===== config.mk =====
export PLATFORM = sky130hd
export DESIGN_NAME = uart_rx
export DESIGN_NICKNAME = d
export VERILOG_FILES = /design/src/rtl/uart_pkg.sv /design/src/rtl/uart_sync2.sv /design/src/rtl/uart_rx.sv
export SDC_FILE = /design/constraint.sdc
export NUM_CORES = 1
export LEC_CHECK = 0
export ABC_AREA = 0
export CAP_MARGIN = 0
export CORE_AREA = 2 2 57 59
export CTS_CLUSTER_SIZE = 20
export DETAILED_ROUTE_END_ITERATION = 8
export DIE_AREA = 0 0 59 61
export PLACE_DENSITY = 0.75
export RECOVER_POWER = 100
export SETUP_SLACK_MARGIN = 0.4
export SLEW_MARGIN = 20
export SYNTH_ARGS = -nofsm -noshare
export SYNTH_HDL_FRONTEND = slang
export SYNTH_SLANG_ARGS = --single-unit
export TNS_END_PERCENT = 10

===== constraint.sdc =====
create_clock -name CLK -period 2.65 [get_ports CLK]
set_clock_uncertainty 0.1 [all_clocks]
set_input_delay 0.3975 -clock CLK [delete_from_list [all_inputs] [get_ports CLK]]
set_output_delay 0.3975 -clock CLK [all_outputs]
set_load 0.05 [all_outputs]

===== src/rtl/uart_pkg.sv =====
// Shared types and defaults for the UART receive path.
// The optional parity stage is enabled by defining UART_RX_PARITY_EN.
package uart_pkg;

  typedef enum logic [2:0] {
    IDLE      = 3'd0,
    START     = 3'd1,
    DATA      = 3'd2,
    PARITY    = 3'd3,
    STOP      = 3'd4,
    WAIT_IDLE = 3'd5
  } uart_state_e;

  localparam int UART_OVERSAMPLE_DEF = 16;
  localparam int UART_DATA_BITS_DEF  = 8;

  // Expected parity bit for a data word: even parity unless odd is requested.
  function automatic logic uart_parity(input logic [63:0] word, input logic odd);
    return (^word) ^ odd;
  endfunction

endpackage


===== src/rtl/uart_sync2.sv =====
// Two-flop synchroniser for asynchronous inputs that idle high.
// Both flops reset to 1, so a released reset never produces a spurious low.
module uart_sync2 (
  input  logic CLK,
  input  logic RST,
  input  logic i_d,
  output logic o_q
);

  logic r_meta;
  logic r_sync;

  always_ff @(posedge CLK or posedge RST) begin
    if (RST) begin
      r_meta <= 1'b1;
      r_sync <= 1'b1;
    end else begin
      r_meta <= i_d;
      r_sync <= r_meta;
    end
  end

  assign o_q = r_sync;

endmodule


===== src/rtl/uart_rx.sv =====
// UART receiver driven by an external oversampling tick; LSB-first frames.
// Define UART_RX_PARITY_EN to add a parity bit, P_PARITY_ODD and parity_err.
module uart_rx
  import uart_pkg::*;
#(
  parameter int P_DATA_BITS  = UART_DATA_BITS_DEF,
  parameter int P_OVERSAMPLE = UART_OVERSAMPLE_DEF
`ifdef UART_RX_PARITY_EN
  ,
  parameter bit P_PARITY_ODD = 1'b0
`endif
) (
  input  logic                   CLK,
  input  logic                   RST,
  input  logic                   tick,
  input  logic                   rx,
  output logic [P_DATA_BITS-1:0] data,
  output logic                   valid,
  output logic                   frame_err,
`ifdef UART_RX_PARITY_EN
  output logic                   parity_err,
`endif
  output logic                   busy,
  output logic [2:0]             dbg_state
);

  // Handshake: valid and frame_err are single-cycle strobes with no back-pressure;
  // the consumer must take data in the cycle valid is high or lose it.

  localparam int TW = (P_OVERSAMPLE > 1) ? $clog2(P_OVERSAMPLE) : 1;
  localparam int BW = (P_DATA_BITS > 1) ? $clog2(P_DATA_BITS) : 1;
  localparam logic [TW-1:0] C_HALF_M1 = TW'(P_OVERSAMPLE / 2 - 1);
  localparam logic [TW-1:0] C_FULL_M1 = TW'(P_OVERSAMPLE - 1);
  localparam logic [BW-1:0] C_LAST_BIT = BW'(P_DATA_BITS - 1);

  uart_state_e            r_state;
  logic [TW-1:0]          r_tick_cnt;
  logic [BW-1:0]          r_bit_cnt;
  logic [P_DATA_BITS-1:0] r_shift;
  logic [P_DATA_BITS-1:0] r_data;
  logic                   r_valid;
  logic                   r_frame_err;
  logic                   r_busy;
  logic                   w_rx_s;
  logic [TW-1:0]          w_tick_next;
  logic                   w_tick_at_end;
`ifdef UART_RX_PARITY_EN
  logic                   r_par_bit;
  logic                   r_parity_err;
  logic                   w_par_bad;
`endif

  uart_sync2 u_sync (
    .CLK (CLK),
    .RST (RST),
    .i_d (rx),
    .o_q (w_rx_s)
  );

  assign w_tick_next   = (r_tick_cnt == C_FULL_M1) ? '0 : r_tick_cnt + TW'(1);
  assign w_tick_at_end = tick && (r_tick_cnt == C_FULL_M1);

`ifdef UART_RX_PARITY_EN
  assign w_par_bad = r_par_bit != uart_parity(64'(r_shift), P_PARITY_ODD);
`endif

  always_ff @(posedge CLK or posedge RST) begin
    if (RST) begin
      r_state     <= IDLE;
      r_tick_cnt  <= '0;
      r_bit_cnt   <= '0;
      r_shift     <= '0;
      r_data      <= '0;
      r_valid     <= 1'b0;
      r_frame_err <= 1'b0;
      r_busy      <= 1'b0;
`ifdef UART_RX_PARITY_EN
      r_par_bit    <= 1'b0;
      r_parity_err <= 1'b0;
`endif
    end else begin
      r_valid     <= 1'b0;
      r_frame_err <= 1'b0;
`ifdef UART_RX_PARITY_EN
      r_parity_err <= 1'b0;
`endif
      case (r_state)
        IDLE: begin
          // Edge detect runs every CLK; a tick in this same cycle is ignored.
          if (!w_rx_s) begin
            r_state    <= START;
            r_busy     <= 1'b1;
            r_tick_cnt <= '0;
          end
        end

        START: begin
          if (tick) begin
            if (r_tick_cnt == C_HALF_M1) begin
              if (w_rx_s) begin
                r_state <= IDLE;
                r_busy  <= 1'b0;
              end else begin
                r_state    <= DATA;
                r_tick_cnt <= '0;
                r_bit_cnt  <= '0;
              end
            end else begin
              r_tick_cnt <= w_tick_next;
            end
          end
        end

        DATA: begin
          if (tick) begin
            r_tick_cnt <= w_tick_next;
            if (w_tick_at_end) begin
              r_shift   <= {w_rx_s, r_shift[P_DATA_BITS-1:1]};
              r_bit_cnt <= r_bit_cnt + BW'(1);
              if (r_bit_cnt == C_LAST_BIT) begin
`ifdef UART_RX_PARITY_EN
                r_state <= PARITY;
`else
                r_state <= STOP;
`endif
              end
            end
          end
        end

`ifdef UART_RX_PARITY_EN
        PARITY: begin
          if (tick) begin
            r_tick_cnt <= w_tick_next;
            if (w_tick_at_end) begin
              r_par_bit <= w_rx_s;
              r_state   <= STOP;
            end
          end
        end
`endif

        STOP: begin
          if (tick) begin
            r_tick_cnt <= w_tick_next;
            if (w_tick_at_end) begin
              // Leaving at mid stop bit keeps back-to-back frames aligned.
              if (w_rx_s) begin
                r_state <= IDLE;
                r_busy  <= 1'b0;
`ifdef UART_RX_PARITY_EN
                if (w_par_bad) begin
                  r_parity_err <= 1'b1;
                end else begin
                  r_data  <= r_shift;
                  r_valid <= 1'b1;
                end
`else
                r_data  <= r_shift;
                r_valid <= 1'b1;
`endif
              end else begin
                r_frame_err <= 1'b1;
                r_state     <= WAIT_IDLE;
              end
            end
          end
        end

        WAIT_IDLE: begin
          if (w_rx_s) begin
            r_state <= IDLE;
            r_busy  <= 1'b0;
          end
        end

        default: begin
          r_state <= IDLE;
          r_busy  <= 1'b0;
        end
      endcase
    end
  end

  assign data      = r_data;
  assign valid     = r_valid;
  assign frame_err = r_frame_err;
  assign busy      = r_busy;
  assign dbg_state = r_state;
`ifdef UART_RX_PARITY_EN
  assign parity_err = r_parity_err;
`endif

endmodule


==> results by group <==
Setup path
  • RR Endpoint: data[1]
  • CP startpoint kind: flop
  • Reg2reg path depth: 5
  • Max FO, Critical Path: 8
  • Crit path launch: r_tick_cnt[0]
  • Reg2Reg Setup Slack: 0.34 ns
  • Worst-path cell with the longest stage delay: or3_1
  • R2r startpoint: r_tick_cnt[0]
  • Crit-path cells: ha_1 -> and3_1 -> nand2_1 -> or3_1 -> mux2_1
  • Worst setup EP type: flop
  • Critical path required time: 2.76 ns
  • CP peak stage delay: approximately 0.55 ns
  • Critical path type: reg -> reg
  • Arrival time worst endpoint: 2.43 ns
  • Critical Path End: data[1]

Final layout
  • Nets@finish: roughly 160
  • Most frequent cells in the layout: dfrtp_1, dlygate4sd3_1, o21ai_0
  • Finished Cell Area: 0.00174 mm2
  • Share of cells above drive strength 1: 19.3%
  • Layout area overhead: 12.9%
  • Antenna diodes: 0
  • Filler cell count: between 200 and 300
  • Most common cell after layout, fill and taps aside: dfrtp_1

Synth
  • Top-area cell type share of the netlist area: 47.1%
  • Ys flop type: dfrtp_1
  • Syn_nets: approximately 140
  • Leading area contributor after synthesis: dfrtp_1
  • Post-synth EDFFs: 0
  • Sequential cell area fraction in the yosys report: 50.5%
  • Asr flop ratio synth: 100%
  • Netlist Area Pre-Place: 0.00154 mm2
  • Top post-synthesis cells by area: dfrtp_1, mux2_2, mux2_4
  • Synth Warn #: 0
  • Syn Area/Cell: 12.0 um2
  • FF+latch count, synth: 31
  • Yosys cell types: between 40 and 50
  • Cells after Synth: between 100 and 150

Place
  • Placed standard-cell area: ~0.0017 mm2
  • Dpl hpwl: 1870 um
  • Port-buffer cells: 17
  • Post-Place Worst Slack: between 0.3 and 0.4 ns
  • Routability cong.: 0.906

Timing
  • RSZ-0062 raised after global routing: true
  • Setup Viol. Count Final: 0
  • Fmax: 433 MHz
  • Final worst setup slack: between 0.3 and 0.4 ns
  • Tightest Pin Transition: roughly 1.6 ns
  • Period minus WS final: between 2 and 2.5 ns
  • Endpoints failing hold: 0
  • Final Slew Violations: 32
  • Total negative slack: 0 ns
  • Hold WS: approximately 0.26 ns
  • Slew headroom: -4.02%
  • Period utilization: 87.2%

Power and ir drop
  • Pleak: slightly below 0.0009 uW
  • Peak VDD IR: ~0.0003 V
  • Power Dens Cells: 617 mW/mm2

Routing
  • Drt total wl: 2740 um
  • Vias per std cell: 5.56
  • 1st-iter DRT viols: 32
  • Initial DRT Pass Iterations: 4
  • Via count: 1017
  • Residual DRC: 0
  • Antenna Nets Post-Route: 0
  • Wire per inst: approximately 15 um

Clocking
  • Hold_buf cts: 0
  • Post CTS Setup Buffer Count: 0
  • Clock Tree Root: clkbuf_4
  • Clock sink total: 31
  • CTS tree: yes
  • CTS max path bufs: 2
  • Htree depth: 2
  • CTS Buf Count: 5
  • Worst-path clk slew: 0.09 ns
  • Latest clock arrival within the worst-skew pair: ~0.33 ns

Global route
  • Largest net degree at the start of global routing: 32
  • Global-route wire length before repair: 4660 um
  • GRT Util Overall: 17.9%
  • Initial antenna violation count: 0
  • Grt total ovfl: 0
  • Vias in the first global route: 991

Floorplan
  • Die Ht: 61 um
  • CORE AREA: 0.00295 mm2
  • Row count: 20
  • # IOs: 18
  • Die W: just under 60 um
  • Die area: 0.00360 mm2
  • Initial core utilization: 52.2%

Min path
  • Tightest Hold Check Type: reg -> reg

Job
  • Max-cap violations: 1

Outcome
  • Status: complete, but fails checks
  • Failing checks: capacitance limit, slew limit
report_power, final:
part	total, uW	switching, uW	internal (uW)	leakage, uW
clock network	313	157	156	0.0000386
logic	175	78.4	96.2	0.000431
registers	587	55.5	531	0.000404
cell usage after synthesis, drive strengths merged (2+ instances only):
| library cell | number |
|---|---|
| mux2i | 2 |
| a21oi | 4 |
| nand2 | 8 |
| a22o | 2 |
| buf | 4 |
| inv | 7 |
| o211ai | 2 |
| dfrtp | 29 |
| mux2 | 19 |
| ha | 3 |
| and3 | 5 |
| nor3 | 3 |
| o31ai | 2 |
| nor2 | 6 |
| dfstp | 2 |
| o21ai | 14 |
| and2 | 3 |
registers in the layout, indices dropped and copies added, names as in the netlist:
signal	count
busy	1
data	8
dbg_state	3
frame_err	1
r_bit_cnt	3
r_shift	8
r_tick_cnt	4
u_sync.o_q	1
u_sync.r_meta	1
valid	1
worst min-delay path by stage:
stage	slack, ns	depth (start not counted)	to	startpoint
CTS	0.26	0	u_sync.o_q	u_sync.r_meta
floorplan	0.25	0	u_sync.o_q	u_sync.r_meta
global route	0.27	0	u_sync.o_q	u_sync.r_meta
global placement	0.25	0	u_sync.o_q	u_sync.r_meta
detailed placement	0.25	0	u_sync.o_q	u_sync.r_meta
finish	0.26	0	u_sync.o_q	u_sync.r_meta
worst max-delay path, delay by kind of cell, from the launching register on:
kind / cells / cell delay (ns)
DFF: 1 / 0.43
and+or+nand+nor: 3 / 1.01
muxes: 1 / 0.38
adders and majority gates: 1 / 0.26
metrics by stage:
step	util (%)	power (uW)	cells
after floorplan	-	730	128
after global placement	58.7	769	175
after detailed placement	58.7	779	175
after CTS	61.0	1100	183
after global routing	58.9	1140	183
final	58.9	1070	183
cell families (layout without fill, tap and decap cells):
family | Yosys count | count (layout) | synth area share [%]
xor+xnor | 2 | 2 | 1.14
flops | 31 | 31 | 50.5
fa+ha+maj | 4 | 4 | 3.17
simple gates | 29 | 29 | 11.0
compound gates | 30 | 30 | 13.7
mux | 21 | 21 | 17.1
buf+inv | 11 | 33 | 3.41
final cells by class:
class | count | area, um2 | area share (%)
timing repair buffer | 18 | 166 | 9.56
sequential | 31 | 778 | 44.7
clock buffer | 8 | 68.8 | 3.95
tap | 33 | 41.3 | 2.37
inverter | 7 | 26.3 | 1.51
multi-input combinational | 86 | 659 | 37.9
timing repair:
action                     in CTS  in global routing
setup endpoints to repair       3                 11
gates resized for setup         1                  1
cloned                          0                  0
per-layer routing:
layer  track usage, %  wire, um
met1             22.8      1280
met2             27.1      1320
met3             6.40        86
met4             9.09        49
met5                0         0
No activity file was read; power rests on OpenSTA's default activity.
==> edit (same settings) <==
Change the package constant `UART_OVERSAMPLE_DEF` from 16 to 32.
--- a/src/rtl/uart_pkg.sv
+++ b/src/rtl/uart_pkg.sv
@@ -13,3 +13,3 @@
 
-  localparam int UART_OVERSAMPLE_DEF = 16;
+  localparam int UART_OVERSAMPLE_DEF = 32;
   localparam int UART_DATA_BITS_DEF  = 8;
Behaviour: same outputs for any inputs over 10 cycles, from zero or initial values and one cycle with RST high; that may be too few to reach the edited logic, so the function may still have changed.
==> edit against the original RTL <==
  * The flow still finishes with violations (capacitance limit, slew limit)
  * Setup slack got worse by 0.060 ns
  * Count of clock-buffer cells in the layout fell by 3
  * Critical path depth rose by 2
  * Die area did not move
  * Sequential cell count rose by 1
  * Synthesized area fell by 0.65%
  * Routed wire length rose by 16%
  * Cell area rose by 5.5%
Power is not compared: it rests on default switching activity, and its combinational part moved more than twofold at a synthesized area within 25%.
==> edit: results <==
run_status:
  outcome: "finished with violations"
  violations: "capacitance limit, slew limit"
synth:
  ys_seq_area_frac: 0.525
  ys_warn_count: 0
  ys_top_cells_by_area: "dfrtp_1 49%, nand2_1 6.6%, mux2_2 5.9%"
  syn_nets: 150
  synthArstFlopShare: 1.00
  yosys.cell_types.count: 35
  synth_common_cells: "30 x dfrtp_1, 27 x nand2_1, 11 x o21ai_0"
clocking:
  clk_path_buf_depth: 2
  htree_num_levels: 2
  numCtsBuffers: 5
  clk_pin_slew_worst_paths_ns: 0.11
  cts-root-buf: "clkbuf_4"
  clk_latency_ns: 0.34
placed_design:
  placement.cell_area_um2: 1730
  routabilityCongestion: 0.822
  hpwl_mm: 2.03
  portBuffers: 17
grt:
  grt_max_degree: 33
  grt_antenna_before_repair: 0
  grt_pass1_wl_mm: 5.14
  grtUsageTotal: 0.198
  first_global_vias: 1086
critical_path:
  cp_max_fo: 5
detailed_routing:
  drt-wirelength-per-cell_um: 15.9
  drt-pass1-iter-count: 4
  drt_iter0_markers: 59
  vias_per_cell: 5.78
layout:
  fin_nets: 175
  drive_above_1_share: 0.181
  num_antenna_cells: 0
  fillerInstances: 248
min_path:
  hold_class: "reg -> reg"
timing:
  max_slew_margin: -0.111
  slew_violations: 33
power:
  p_leak_nw: 0.929
  peakVddDrop_uv: 495
job:
  max_cap_viol_count: 1
-- edit: path summary, 6_finish.rpt --
check | from | endpoint | slack (ns) | cells past startpoint
hold / removal | u_sync.r_meta$_DFF_PP1_ | u_sync.o_q$_DFF_PP1_ | 0.26 | 0
setup reg to reg | r_tick_cnt[1]$_DFFE_PP0P_ | r_tick_cnt[2]$_DFFE_PP0P_ | 0.28 | 7
hold reg to reg | u_sync.r_meta$_DFF_PP1_ | u_sync.o_q$_DFF_PP1_ | 0.26 | 0
min in group asynchronous | RST | r_bit_cnt[2]$_DFFE_PP0P_ | 0.84 | 3
setup / recovery | r_tick_cnt[1]$_DFFE_PP0P_ | r_tick_cnt[2]$_DFFE_PP0P_ | 0.28 | 7
max in group asynchronous | RST | r_tick_cnt[3]$_DFFE_PP0P_ | 0.65 | 3
-- edit: logic make-up (layout without fill, tap and decap cells) --
| kind of cell | after synthesis | in the layout | share of synthesized area |
|---|---|---|---|
| buffers and inverters | 13 | 38 | 0.0441 |
| and+or+nand+nor | 53 | 54 | 0.178 |
| AOI/OAI and AO/OA | 28 | 28 | 0.145 |
| adders and majority gates | 6 | 6 | 0.0490 |
| muxes | 8 | 8 | 0.0588 |
| DFF | 32 | 32 | 0.525 |
-- edit: what timing repair did --
action	4_1_cts	5_1_grt
gates cloned	0	1
endpoints found under the setup margin	14	13
pin swaps	0	2
gates resized for setup	5	7
buffers inserted	0	2
-- edit: routing by layer --
metal	track usage	vias up	wire length (µm)	share of wire
met4	0.0942	0	61	0.019
met1	0.255	553	1390	0.44
met5	0	-	0	0
li1	-	546	-	-
met3	0.0576	7	207	0.065
met2	0.308	44	1510	0.48
-- edit: cell type report --
type,instances,share of cell area
clock buffers,5,0.0204
clock inverters,3,0.0232
inverters,7,0.0143
multi-input cells,96,0.367
flip-flops and latches,32,0.438
well taps,33,0.0225
repair buffers,23,0.115
-- edit: where the power goes --
| group | total, mW | switching [mW] | internal [mW] |
|---|---|---|---|
| logic | 0.383 | 0.210 | 0.173 |
| registers | 0.610 | 0.0669 | 0.543 |
| clock network | 0.378 | 0.182 | 0.196 |
-- edit: per-stage QoR --
step / total power, mW / setup WS [ns] / utilization / hold WS, ns / instances
after floorplan: 0.894 / 0.414 / - / 0.245 / 140
after global placement: 0.962 / 0.316 / 0.586 / 0.246 / 188
after detailed placement: 0.975 / 0.209 / 0.586 / 0.261 / 188
after CTS: 1.37 / 0.323 / 0.620 / 0.266 / 196
after global routing: 1.44 / 0.201 / 0.622 / 0.274 / 199
final: 1.37 / 0.280 / 0.622 / 0.265 / 199
-- edit: worst max-delay path, stage by stage, from the launching register on --
cell       delay (ns)
dfrtp_1          0.41
ha_1             0.24
and3_1           0.24
ha_1             0.25
nand2b_1         0.18
a2111oi_2        0.32
a211oi_1         0.18
a211o_1          0.34
